## config.mk

```make
export PLATFORM = sky130hd
export DESIGN_NAME = rtc_uart_frame_ctrl_flat
export DESIGN_NICKNAME = d
export VERILOG_FILES = /design/src/rtl/rtc_uart_frame_ctrl_pkg.sv /design/src/rtl/rtc_uart_frame_ctrl_if.sv /design/src/rtl/rtc_uart_frame_ctrl_bcd_digit_ascii.sv /design/src/rtl/rtc_uart_frame_ctrl.sv /design/src/flat_wrapper.sv
export SDC_FILE = /design/constraint.sdc
export NUM_CORES = 1
export LEC_CHECK = 0
export CORE_ASPECT_RATIO = 1.75
export CORE_UTILIZATION = 46
export CTS_CLUSTER_DIAMETER = 80
export CTS_CLUSTER_SIZE = 16
export DETAILED_ROUTE_END_ITERATION = 7
export GPL_TIMING_DRIVEN = 0
export PLACE_DENSITY_LB_ADDON = 0.2
export SLEW_MARGIN = 15
export SYNTH_ARGS = -nofsm -noshare
export SYNTH_HDL_FRONTEND = slang
export SYNTH_SLANG_ARGS = --single-unit
```

## constraint.sdc

```tcl
create_clock -name clk -period 4 [get_ports clk]
set_input_delay 0.6 -clock clk [delete_from_list [all_inputs] [get_ports clk]]
set_output_delay 0.6 -clock clk [all_outputs]
set_load 0.1 [all_outputs]
```

## src/rtl/rtc_uart_frame_ctrl_pkg.sv

```systemverilog
`default_nettype none
// ============================================================================
// Module  : rtc_uart_frame_ctrl_pkg
// Brief   : Shared types and constants for the RTC-to-UART frame sequencer:
//           FSM state encoding, ASCII constants, frame length and slot decode.
// Revision: 1.0 - initial release
// ============================================================================
package rtc_uart_frame_ctrl_pkg;

  typedef enum logic [2:0] {
    ST_IDLE  = 3'd0,
    ST_LOAD  = 3'd1,
    ST_SEND  = 3'd2,
    ST_WAIT  = 3'd3,
    ST_GAP   = 3'd4,
    ST_DONE  = 3'd5,
    ST_ABORT = 3'd6
  } state_t;

  // Kind of byte carried by each position of "HH:MM:SS\r\n"
  typedef enum logic [1:0] {
    SLOT_DIGIT = 2'd0,
    SLOT_COLON = 2'd1,
    SLOT_CR    = 2'd2,
    SLOT_LF    = 2'd3
  } slot_t;

  localparam logic [7:0] ASCII_COLON = 8'h3A;
  localparam logic [7:0] ASCII_CR    = 8'h0D;
  localparam logic [7:0] ASCII_LF    = 8'h0A;
  localparam logic [7:0] ASCII_QMARK = 8'h3F;
  localparam logic [7:0] ASCII_ZERO  = 8'h30;

  localparam int         FRAME_LEN = 10;
  localparam logic [3:0] LAST_IDX  = 4'(FRAME_LEN - 1);

  // Map a frame position to the kind of byte it carries
  function automatic slot_t frame_slot(input logic [3:0] idx);
    slot_t s;
    case (idx)
      4'd2, 4'd5: s = SLOT_COLON;
      4'd8:       s = SLOT_CR;
      4'd9:       s = SLOT_LF;
      default:    s = SLOT_DIGIT;
    endcase
    return s;
  endfunction

endpackage
`default_nettype wire

```

## src/rtl/rtc_uart_frame_ctrl_if.sv

```systemverilog
`default_nettype none
// ============================================================================
// Module  : rtc_uart_frame_ctrl_if
// Brief   : Request/time inputs and byte-transmitter handshake of the frame
//           sequencer. master = requester + transmitter side, slave = sequencer.
// Revision: 1.0 - initial release
// ============================================================================
interface rtc_uart_frame_ctrl_if;
  logic       start;
  logic [7:0] hour_bcd;
  logic [7:0] min_bcd;
  logic [7:0] sec_bcd;
  logic       byte_send_en;
  logic [7:0] byte_data;
  logic       byte_tx_done;
  logic       busy;
  logic       frame_done;
  logic       err_timeout;

  modport master (
    output start, hour_bcd, min_bcd, sec_bcd, byte_tx_done,
    input  byte_send_en, byte_data, busy, frame_done, err_timeout
  );

  modport slave (
    input  start, hour_bcd, min_bcd, sec_bcd, byte_tx_done,
    output byte_send_en, byte_data, busy, frame_done, err_timeout
  );
endinterface
`default_nettype wire

```

## src/rtl/rtc_uart_frame_ctrl_bcd_digit_ascii.sv

```systemverilog
`default_nettype none
// ============================================================================
// Module  : bcd_digit_ascii
// Brief   : One BCD nibble to its ASCII digit; non-decimal nibbles become '?'.
// Revision: 1.0 - initial release
// ============================================================================
module bcd_digit_ascii
  import rtc_uart_frame_ctrl_pkg::*;
(
  input  logic [3:0] nibble,
  output logic [7:0] ascii
);

  // 0..9 map onto '0'..'9'; A..F are reported as '?'
  always_comb begin
    ascii = ASCII_QMARK;
    if (nibble <= 4'd9) ascii = ASCII_ZERO + {4'd0, nibble};
  end

endmodule
`default_nettype wire

```

## src/rtl/rtc_uart_frame_ctrl.sv

```systemverilog
`default_nettype none
// ============================================================================
// Module  : rtc_uart_frame_ctrl
// Brief   : Snapshots BCD hh/mm/ss on start and streams "HH:MM:SS\r\n" to a
//           byte transmitter, with an inter-byte gap and a tx_done watchdog.
// Revision: 1.0 - initial release
// ============================================================================
module rtc_uart_frame_ctrl
  import rtc_uart_frame_ctrl_pkg::*;
#(
  parameter int GAP_CYC     = 2,
  parameter int TIMEOUT_CYC = 1000000,
  parameter int CNT_W       = 20
) (
  input  logic                  clk,
  input  logic                  rstn,
  rtc_uart_frame_ctrl_if.slave  bus
);

  localparam logic [CNT_W-1:0] TIMEOUT_LAST = CNT_W'(TIMEOUT_CYC - 1);
  localparam logic [CNT_W-1:0] GAP_LAST     = CNT_W'(GAP_CYC - 1);
  localparam logic [CNT_W-1:0] CNT_MAX      = '1;

  state_t           state;
  logic [CNT_W-1:0] cnt;
  logic [3:0]       idx;
  logic [7:0]       snap_hour, snap_min, snap_sec;
  logic             send_en_q, busy_q, done_q, err_q;
  logic [7:0]       data_q;

  logic             tx_ok, timeout_hit, gap_end;
  logic [3:0]       nib;
  logic [7:0]       digit_ascii;
  logic [7:0]       next_byte;
  slot_t            slot;

  // tx_done only counts in WAIT, and beats a timeout landing on the same cycle
  assign tx_ok       = (state == ST_WAIT) && bus.byte_tx_done;
  assign timeout_hit = (state == ST_WAIT) && !bus.byte_tx_done && (cnt == TIMEOUT_LAST);
  assign gap_end     = (state == ST_GAP) && (cnt == GAP_LAST);

  // Nibble for the byte about to be sent; in LOAD the snapshot is not yet
  // valid, so byte 0 (hour tens) comes straight from the live input.
  always_comb begin
    nib = 4'h0;
    if (state == ST_LOAD) begin
      nib = bus.hour_bcd[7:4];
    end else begin
      case (idx)
        4'd0:    nib = snap_hour[7:4];
        4'd1:    nib = snap_hour[3:0];
        4'd3:    nib = snap_min[7:4];
        4'd4:    nib = snap_min[3:0];
        4'd6:    nib = snap_sec[7:4];
        4'd7:    nib = snap_sec[3:0];
        default: nib = 4'h0;
      endcase
    end
  end

  bcd_digit_ascii u_digit (
    .nibble (nib),
    .ascii  (digit_ascii)
  );

  // Select digit or punctuation for the byte about to be sent
  always_comb begin
    slot = (state == ST_LOAD) ? SLOT_DIGIT : frame_slot(idx);
    case (slot)
      SLOT_COLON: next_byte = ASCII_COLON;
      SLOT_CR:    next_byte = ASCII_CR;
      SLOT_LF:    next_byte = ASCII_LF;
      default:    next_byte = digit_ascii;
    endcase
  end

  // Frame sequencer; outputs are set on the edge that enters the state they belong to
  always_ff @(posedge clk) begin
    if (!rstn) begin
      state     <= ST_IDLE;
      send_en_q <= 1'b0;
      data_q    <= 8'h00;
      busy_q    <= 1'b0;
      done_q    <= 1'b0;
      err_q     <= 1'b0;
    end else begin
      send_en_q <= 1'b0;
      done_q    <= 1'b0;
      err_q     <= 1'b0;
      case (state)
        ST_IDLE: begin
          if (bus.start) begin
            state  <= ST_LOAD;
            busy_q <= 1'b1;
          end
        end
        ST_LOAD: begin
          state     <= ST_SEND;
          send_en_q <= 1'b1;
          data_q    <= next_byte;
        end
        ST_SEND: state <= ST_WAIT;
        ST_WAIT: begin
          if (tx_ok) begin
            if (idx == LAST_IDX) begin
              state  <= ST_DONE;
              done_q <= 1'b1;
            end else begin
              state <= ST_GAP;
            end
          end else if (timeout_hit) begin
            state <= ST_ABORT;
            err_q <= 1'b1;
          end
        end
        ST_GAP: begin
          if (gap_end) begin
            state     <= ST_SEND;
            send_en_q <= 1'b1;
            data_q    <= next_byte;
          end
        end
        ST_DONE, ST_ABORT: begin
          state  <= ST_IDLE;
          busy_q <= 1'b0;
        end
        default: begin
          state  <= ST_IDLE;
          busy_q <= 1'b0;
        end
      endcase
    end
  end

  // Shared gap/watchdog counter: cleared outside WAIT/GAP, saturating inside
  always_ff @(posedge clk) begin
    if (!rstn) begin
      cnt <= '0;
    end else begin
      case (state)
        ST_WAIT: begin
          if (tx_ok)               cnt <= '0;
          else if (cnt != CNT_MAX) cnt <= cnt + 1'b1;
        end
        ST_GAP: begin
          if (cnt != CNT_MAX) cnt <= cnt + 1'b1;
        end
        default: cnt <= '0;
      endcase
    end
  end

  // Byte index and time snapshot; inputs are only looked at in LOAD
  always_ff @(posedge clk) begin
    if (!rstn) begin
      idx       <= 4'd0;
      snap_hour <= 8'h00;
      snap_min  <= 8'h00;
      snap_sec  <= 8'h00;
    end else if (state == ST_LOAD) begin
      idx       <= 4'd0;
      snap_hour <= bus.hour_bcd;
      snap_min  <= bus.min_bcd;
      snap_sec  <= bus.sec_bcd;
    end else if (tx_ok && (idx != LAST_IDX)) begin
      idx <= idx + 4'd1;
    end
  end

  assign bus.byte_send_en = send_en_q;
  assign bus.byte_data    = data_q;
  assign bus.busy         = busy_q;
  assign bus.frame_done   = done_q;
  assign bus.err_timeout  = err_q;

endmodule
`default_nettype wire

```

## src/flat_wrapper.sv

```systemverilog
// flat-port wrapper written by rule: the top's interface ports become plain ports
module rtc_uart_frame_ctrl_flat import rtc_uart_frame_ctrl_pkg::*;
#(
  parameter int GAP_CYC     = 2,
  parameter int TIMEOUT_CYC = 1000000,
  parameter int CNT_W       = 20
)
  (clk, rstn, bus_start, bus_hour_bcd, bus_min_bcd, bus_sec_bcd, bus_byte_tx_done, bus_byte_send_en, bus_byte_data, bus_busy, bus_frame_done, bus_err_timeout);
  rtc_uart_frame_ctrl_if bus_i ();
  input  logic clk;
  input  logic rstn;
  input wire logic [$bits(bus_i.start)-1:0] bus_start;
  input wire logic [$bits(bus_i.hour_bcd)-1:0] bus_hour_bcd;
  input wire logic [$bits(bus_i.min_bcd)-1:0] bus_min_bcd;
  input wire logic [$bits(bus_i.sec_bcd)-1:0] bus_sec_bcd;
  input wire logic [$bits(bus_i.byte_tx_done)-1:0] bus_byte_tx_done;
  output wire logic [$bits(bus_i.byte_send_en)-1:0] bus_byte_send_en;
  output wire logic [$bits(bus_i.byte_data)-1:0] bus_byte_data;
  output wire logic [$bits(bus_i.busy)-1:0] bus_busy;
  output wire logic [$bits(bus_i.frame_done)-1:0] bus_frame_done;
  output wire logic [$bits(bus_i.err_timeout)-1:0] bus_err_timeout;
  assign bus_i.start = bus_start;
  assign bus_i.hour_bcd = bus_hour_bcd;
  assign bus_i.min_bcd = bus_min_bcd;
  assign bus_i.sec_bcd = bus_sec_bcd;
  assign bus_i.byte_tx_done = bus_byte_tx_done;
  assign bus_byte_send_en = bus_i.byte_send_en;
  assign bus_byte_data = bus_i.byte_data;
  assign bus_busy = bus_i.busy;
  assign bus_frame_done = bus_i.frame_done;
  assign bus_err_timeout = bus_i.err_timeout;
  rtc_uart_frame_ctrl #(.GAP_CYC(GAP_CYC), .TIMEOUT_CYC(TIMEOUT_CYC), .CNT_W(CNT_W)) u_core (.clk(clk), .rstn(rstn), .bus(bus_i));
endmodule
```

# Word level (Yosys, flattened, before mapping)
# Cells that the tools add are included.
[word_totals]
ff_bits = 63
inputBits = 28
[classes]
n_addsub = 3
order_cmp = 1
n_eq_ne = 23
muxes = 23
bitwise = 3
reduce_logical = 17
[ops]
columns = ["cell", "count"]
rows = [
  ["$mux W20", 2],
  ["$pmux W20 S2", 1],
  ["$pmux W4 S6", 1],
  ["$pmux W7 S3", 1],
  ["$add A20 B1 Y20 const B", 1],
  ["$eq A20 B1 Y1 const B", 1],
  ["$eq A20 B20 Y1 const B", 1],
  ["$ne A20 B20 Y1 const B", 1],
  ["$eq A4 B3 Y1 const B", 4],
  ["$pmux W8 S2", 1],
  ["$pmux W3 S5", 1],
  ["$mux W3", 4],
  ["$eq A4 B2 Y1 const B", 2],
  ["$eq A4 B4 Y1 const B", 2],
  ["$mux W8", 1],
  ["$add A6 B4 Y7 const A", 1],
  ["$mux W7", 1],
  ["$eq A3 B2 Y1 const B", 2],
  ["$pmux W2 S3", 1],
  ["$reduce_and A3 Y1", 2],
  ["$logic_and A1 B1 Y1", 5],
  ["$mux W1", 5],
  ["$add A4 B1 Y4 const B", 1],
  ["$eq A2 B2 Y1 const B", 2],
  ["other kinds (21)", 26],
]

# Depth between registers and ports, before layout
[logic_depth]
ltp_word = 8
ltp_mapped = 8
depth_no_buf = 7

# Hierarchy
# A second synthesis with hierarchy kept.
[hier_totals]
cells_unflattened = 385
hier_area_um2 = 3134.3
[by_module_without_submodules]
columns = ["module", "instances", "cells_per_inst", "area_per_inst_um2", "seq_area_each_um2"]
rows = [
  ["rtc_uart_frame_ctrl", 1, 374, 3066.7, 1261.2],
  ["bcd_digit_ascii", 1, 11, 67.6, 0.0],
]

# Worst setup path before layout
# No wires, ideal clock.
[synth_timing]
kind = "flip-flop to output port"
start = "register u_core.bus.byte_data[4] (netlist name)"
end = "output bus_byte_data[5]"
arrival_time_ns = 1.374
required_ns = 3.400
setup_slack_ns = 2.026
path_stages_with_launch = 2
path_cell_list = "dfxtp_1 buf_4"
[synth_lines]
columns = ["item", "line_no", "text"]
rows = [
  ["end, declared", "flat_wrapper.sv:18", "output wire logic [$bits(bus_i.byte_data)-1:0] bus_byte_data;"],
]

==> metrics <==
Remaining DRCs=0; post-detailed-route via-to-cell ratio=5.63; CTS tree=done; total number of H-tree levels=3; clock root buffer=sky130_fd_sc_hd__clkbuf_8; Crit-path slowest cell=sky130_fd_sc_hd__clkdlybuf4s50_1; power per standard cell area=479 mW/mm²; total number of placement rows=38; average instance area after synthesis=8.41 µm²; post_cts resized=0; post-detailed-routing wire length=7500 µm; starting utilization of the core area=48.1%; yosys synthesis warning count=0; number of buffers added on ports=37; clock latency on the worst-skew pair=0.34 ns; Final Core Density=58.7%; initial antenna violation count=0; TritonCTS sink count=60; synthesis-stage register bit count=60; largest net degree at the start of global routing=11; first-pass GRT wire length=12400 µm; cell family with the largest share of critical-path delay=buffers and inverters; number of distinct standard cells referenced by the synthesized netlist=56; share of cell area taken by muxes after synthesis=0.663%; number of global-route vias before repair=2791; number of enable flip-flop cells after synthesis=0; post-synthesis cell count=359; Total Routing Usage GR=23.3%; Post-synth ARST share=0%; number of setup buffers added after CTS=0; I/O Pins=40; vertical extent of the die=109 µm; critical path required time=3.40 ns; worst-path fanout max=3; total buffers and inverters traversed by the critical path=2; status=complete, no violations; maximum clock rate=392 MHz; xor/xnor share of the synthesized area=4.35%; Crit path arrival time=1.95 ns; Adder-Cell Fraction of Synth Area=2.49%; Setup crit start kind=flop; x dimension of the die=63.3 µm; global route total overflow=0; area of the die=0.00691 mm²; Final setup viols=0; iteration-0 DRC count of the detailed router=168; post-route standard cell area excluding fillers=0.00368 mm²; Setup WS post-layout=1.45 ns; total number of vias=2764; hold-fix buffer count after cts=0; maxcap violations=0; Antenna Nets Post-Route=0; synthesized cell area=0.00302 mm²; standby leakage power=1.26 nW; Area growth, synth to finish=22.0%; non-filler cells, final=491; period utilisation layout=63.8%; Routed wire per std cell=15.3 µm; ratio of cells with drive above 1 in the final layout=8.76%; time the final worst path needs with I/O delays and setup=2.55 ns; total core area=0.00628 mm²; combinational family with the most area after synthesis=simple AND/OR/NAND/NOR gates; post-placement setup slack=1.74 ns; maximum ir drop on the vdd rail=0.000334 V; basic-gate share of the synthesized area counting and, or, nand and nor cells=25.4%; Worst slew margin=34.1%; instance area after placement=0.00349 mm²; Worst path max stage delay=1.13 ns; transition time of the tightest slew-check pin=0.985 ns; dpl cells=477; Setup TNS Final=0 ns; path type of the worst min-delay path=reg2reg; clock slew at reported path FFs=0.06 ns; category of the worst setup path capture point=primary output; number of nets in the layout=442; cell-by-cell listing of the critical path=buf_4 > clkdlybuf4s50_1; Final Skew=0.00597 ns; setup repair after global routing missed its margin=false; Final Hold Violating Endpoints=0; dominant synthesized flop cell=sky130_fd_sc_hd__dfxtp_1; Ant. Diodes=0; number of buffers added by the clock tree synthesis step=9; kind of critical path=reg2out; maximum buffer depth of the clock tree=2; placed wire-length estimate=5520 µm; Final Max Slew Viols=0; complex-gate fraction of the synthesized area=22.3%; DR pass1 iterations=8; final weighted congestion in routability-driven placement=0.887; register area share after synthesis=39.8%
==> state kept, by name, summed over array words and instances, names as in the netlist <==
signal and cells:
u_core.cnt 20, u_core.snap_hour 8, u_core.snap_min 8, u_core.snap_sec 8, u_core.bus.byte_data 5, u_core.idx 4, u_core.state 3, u_core.bus.busy 1
u_core.bus.byte_send_en 1, u_core.bus.err_timeout 1, u_core.bus.frame_done 1
==> synthesized netlist by cell type (3+ instances only) <==
master,n,share of area (%)
sky130_fd_sc_hd__buf_2,8,1.3
sky130_fd_sc_hd__and3_1,4,0.83
sky130_fd_sc_hd__nand2_1,65,8.1
sky130_fd_sc_hd__ha_1,6,2.5
sky130_fd_sc_hd__clkbuf_1,11,1.4
sky130_fd_sc_hd__nand4_1,6,1.2
sky130_fd_sc_hd__a311oi_1,4,1.2
sky130_fd_sc_hd__a22o_1,4,1.2
sky130_fd_sc_hd__a21boi_0,27,6.7
sky130_fd_sc_hd__a21oi_1,11,1.8
sky130_fd_sc_hd__o21ai_0,9,1.5
sky130_fd_sc_hd__nor3_1,7,1.2
sky130_fd_sc_hd__dfxtp_1,60,40
sky130_fd_sc_hd__a211oi_1,8,2.0
sky130_fd_sc_hd__and4_1,3,0.87
sky130_fd_sc_hd__a222oi_1,4,1.3
sky130_fd_sc_hd__a22oi_1,3,0.75
sky130_fd_sc_hd__inv_1,9,1.1
sky130_fd_sc_hd__xnor2_1,14,4.1
sky130_fd_sc_hd__nand3b_1,4,0.99
sky130_fd_sc_hd__nor2_1,29,3.6
sky130_fd_sc_hd__buf_4,4,0.99
sky130_fd_sc_hd__nand3_1,10,1.7
sky130_fd_sc_hd__and2_1,4,0.83
sky130_fd_sc_hd__a31oi_1,6,1.2
==> path summary, 6_finish.rpt <==
path / slack (ns) / depth (start not counted) / startpoint / to
hold / removal: 0.47 / 2 / u_core.snap_sec[6] / u_core.snap_sec[6]
hold reg to reg: 0.47 / 2 / u_core.snap_sec[6] / u_core.snap_sec[6]
setup / recovery: 1.45 / 2 / u_core.bus.byte_data[4] / bus_byte_data[5]
setup reg to reg: 1.72 / 8 / u_core.idx[0] / u_core.bus.byte_data[2]
==> worst reg2reg max path, stage by stage (launching register included) <==
cell	delay (ns)
sky130_fd_sc_hd__dfxtp_1	0.38
sky130_fd_sc_hd__inv_1	0.10
sky130_fd_sc_hd__ha_1	0.19
sky130_fd_sc_hd__buf_2	0.19
sky130_fd_sc_hd__a222oi_1	0.54
sky130_fd_sc_hd__a22oi_1	0.18
sky130_fd_sc_hd__a22o_2	0.26
sky130_fd_sc_hd__a221oi_2	0.25
sky130_fd_sc_hd__nor3_1	0.08
==> through the flow <==
stage          power [mW]  hold WS, ns
6_report             1.76        0.468
5_1_grt              1.85        0.488
4_1_cts              1.78        0.469
3_5_place_dp         1.24        0.460
3_3_place_gp         1.23        0.452
2_1_floorplan        1.09        0.439
==> cell type report <==
cell class                 count  area [µm²]
fill                         599        2590
multi-input combinational    267        1670
sequential                    60        1200
timing repair buffer          37         370
clock buffer                  12         155
buffer                        24         115
tap                           80         100
clock inverter                 2        35.0
inverter                       9        33.8
==> routing by layer <==
| metal | GRT usage [%] | vias to the layer above | wire [µm] |
|---|---|---|---|
| met5 | 0 | - | 0 |
| li1 | - | 1381 | - |
| met3 | 4.60 | 25 | 245 |
| met1 | 21.7 | 1294 | 2940 |
| met4 | 14.1 | 0 | 301 |
| met2 | 45.5 | 64 | 4010 |
==> cell families (layout without fill, tap and decap cells) <==
group	after synthesis	after routing
simple gates	150	150
compound gates	92	92
flops	60	60
buf+inv	33	84
xor+xnor	15	15
fa+ha+maj	6	6
mux	2	2
other cells	1	2
==> cell usage in the layout (no fill, tap or decap), types with 10 or more instances in the layout <==
master / instances
sky130_fd_sc_hd__clkbuf_8: 11
sky130_fd_sc_hd__nand3_1: 10
sky130_fd_sc_hd__a21oi_1: 11
sky130_fd_sc_hd__a21boi_0: 27
sky130_fd_sc_hd__clkbuf_1: 12
sky130_fd_sc_hd__nand2_1: 65
sky130_fd_sc_hd__xnor2_1: 14
sky130_fd_sc_hd__clkdlybuf4s50_1: 37
sky130_fd_sc_hd__dfxtp_1: 60
sky130_fd_sc_hd__nor2_1: 29
==> power by group <==
part	switching (mW)	leakage, nW	internal (mW)
registers	0.0415	0.487	0.662
clock network	0.224	0.0983	0.314
logic	0.354	0.679	0.169
total	0.619	1.26	1.14
(Power assumes the default switching activity.)
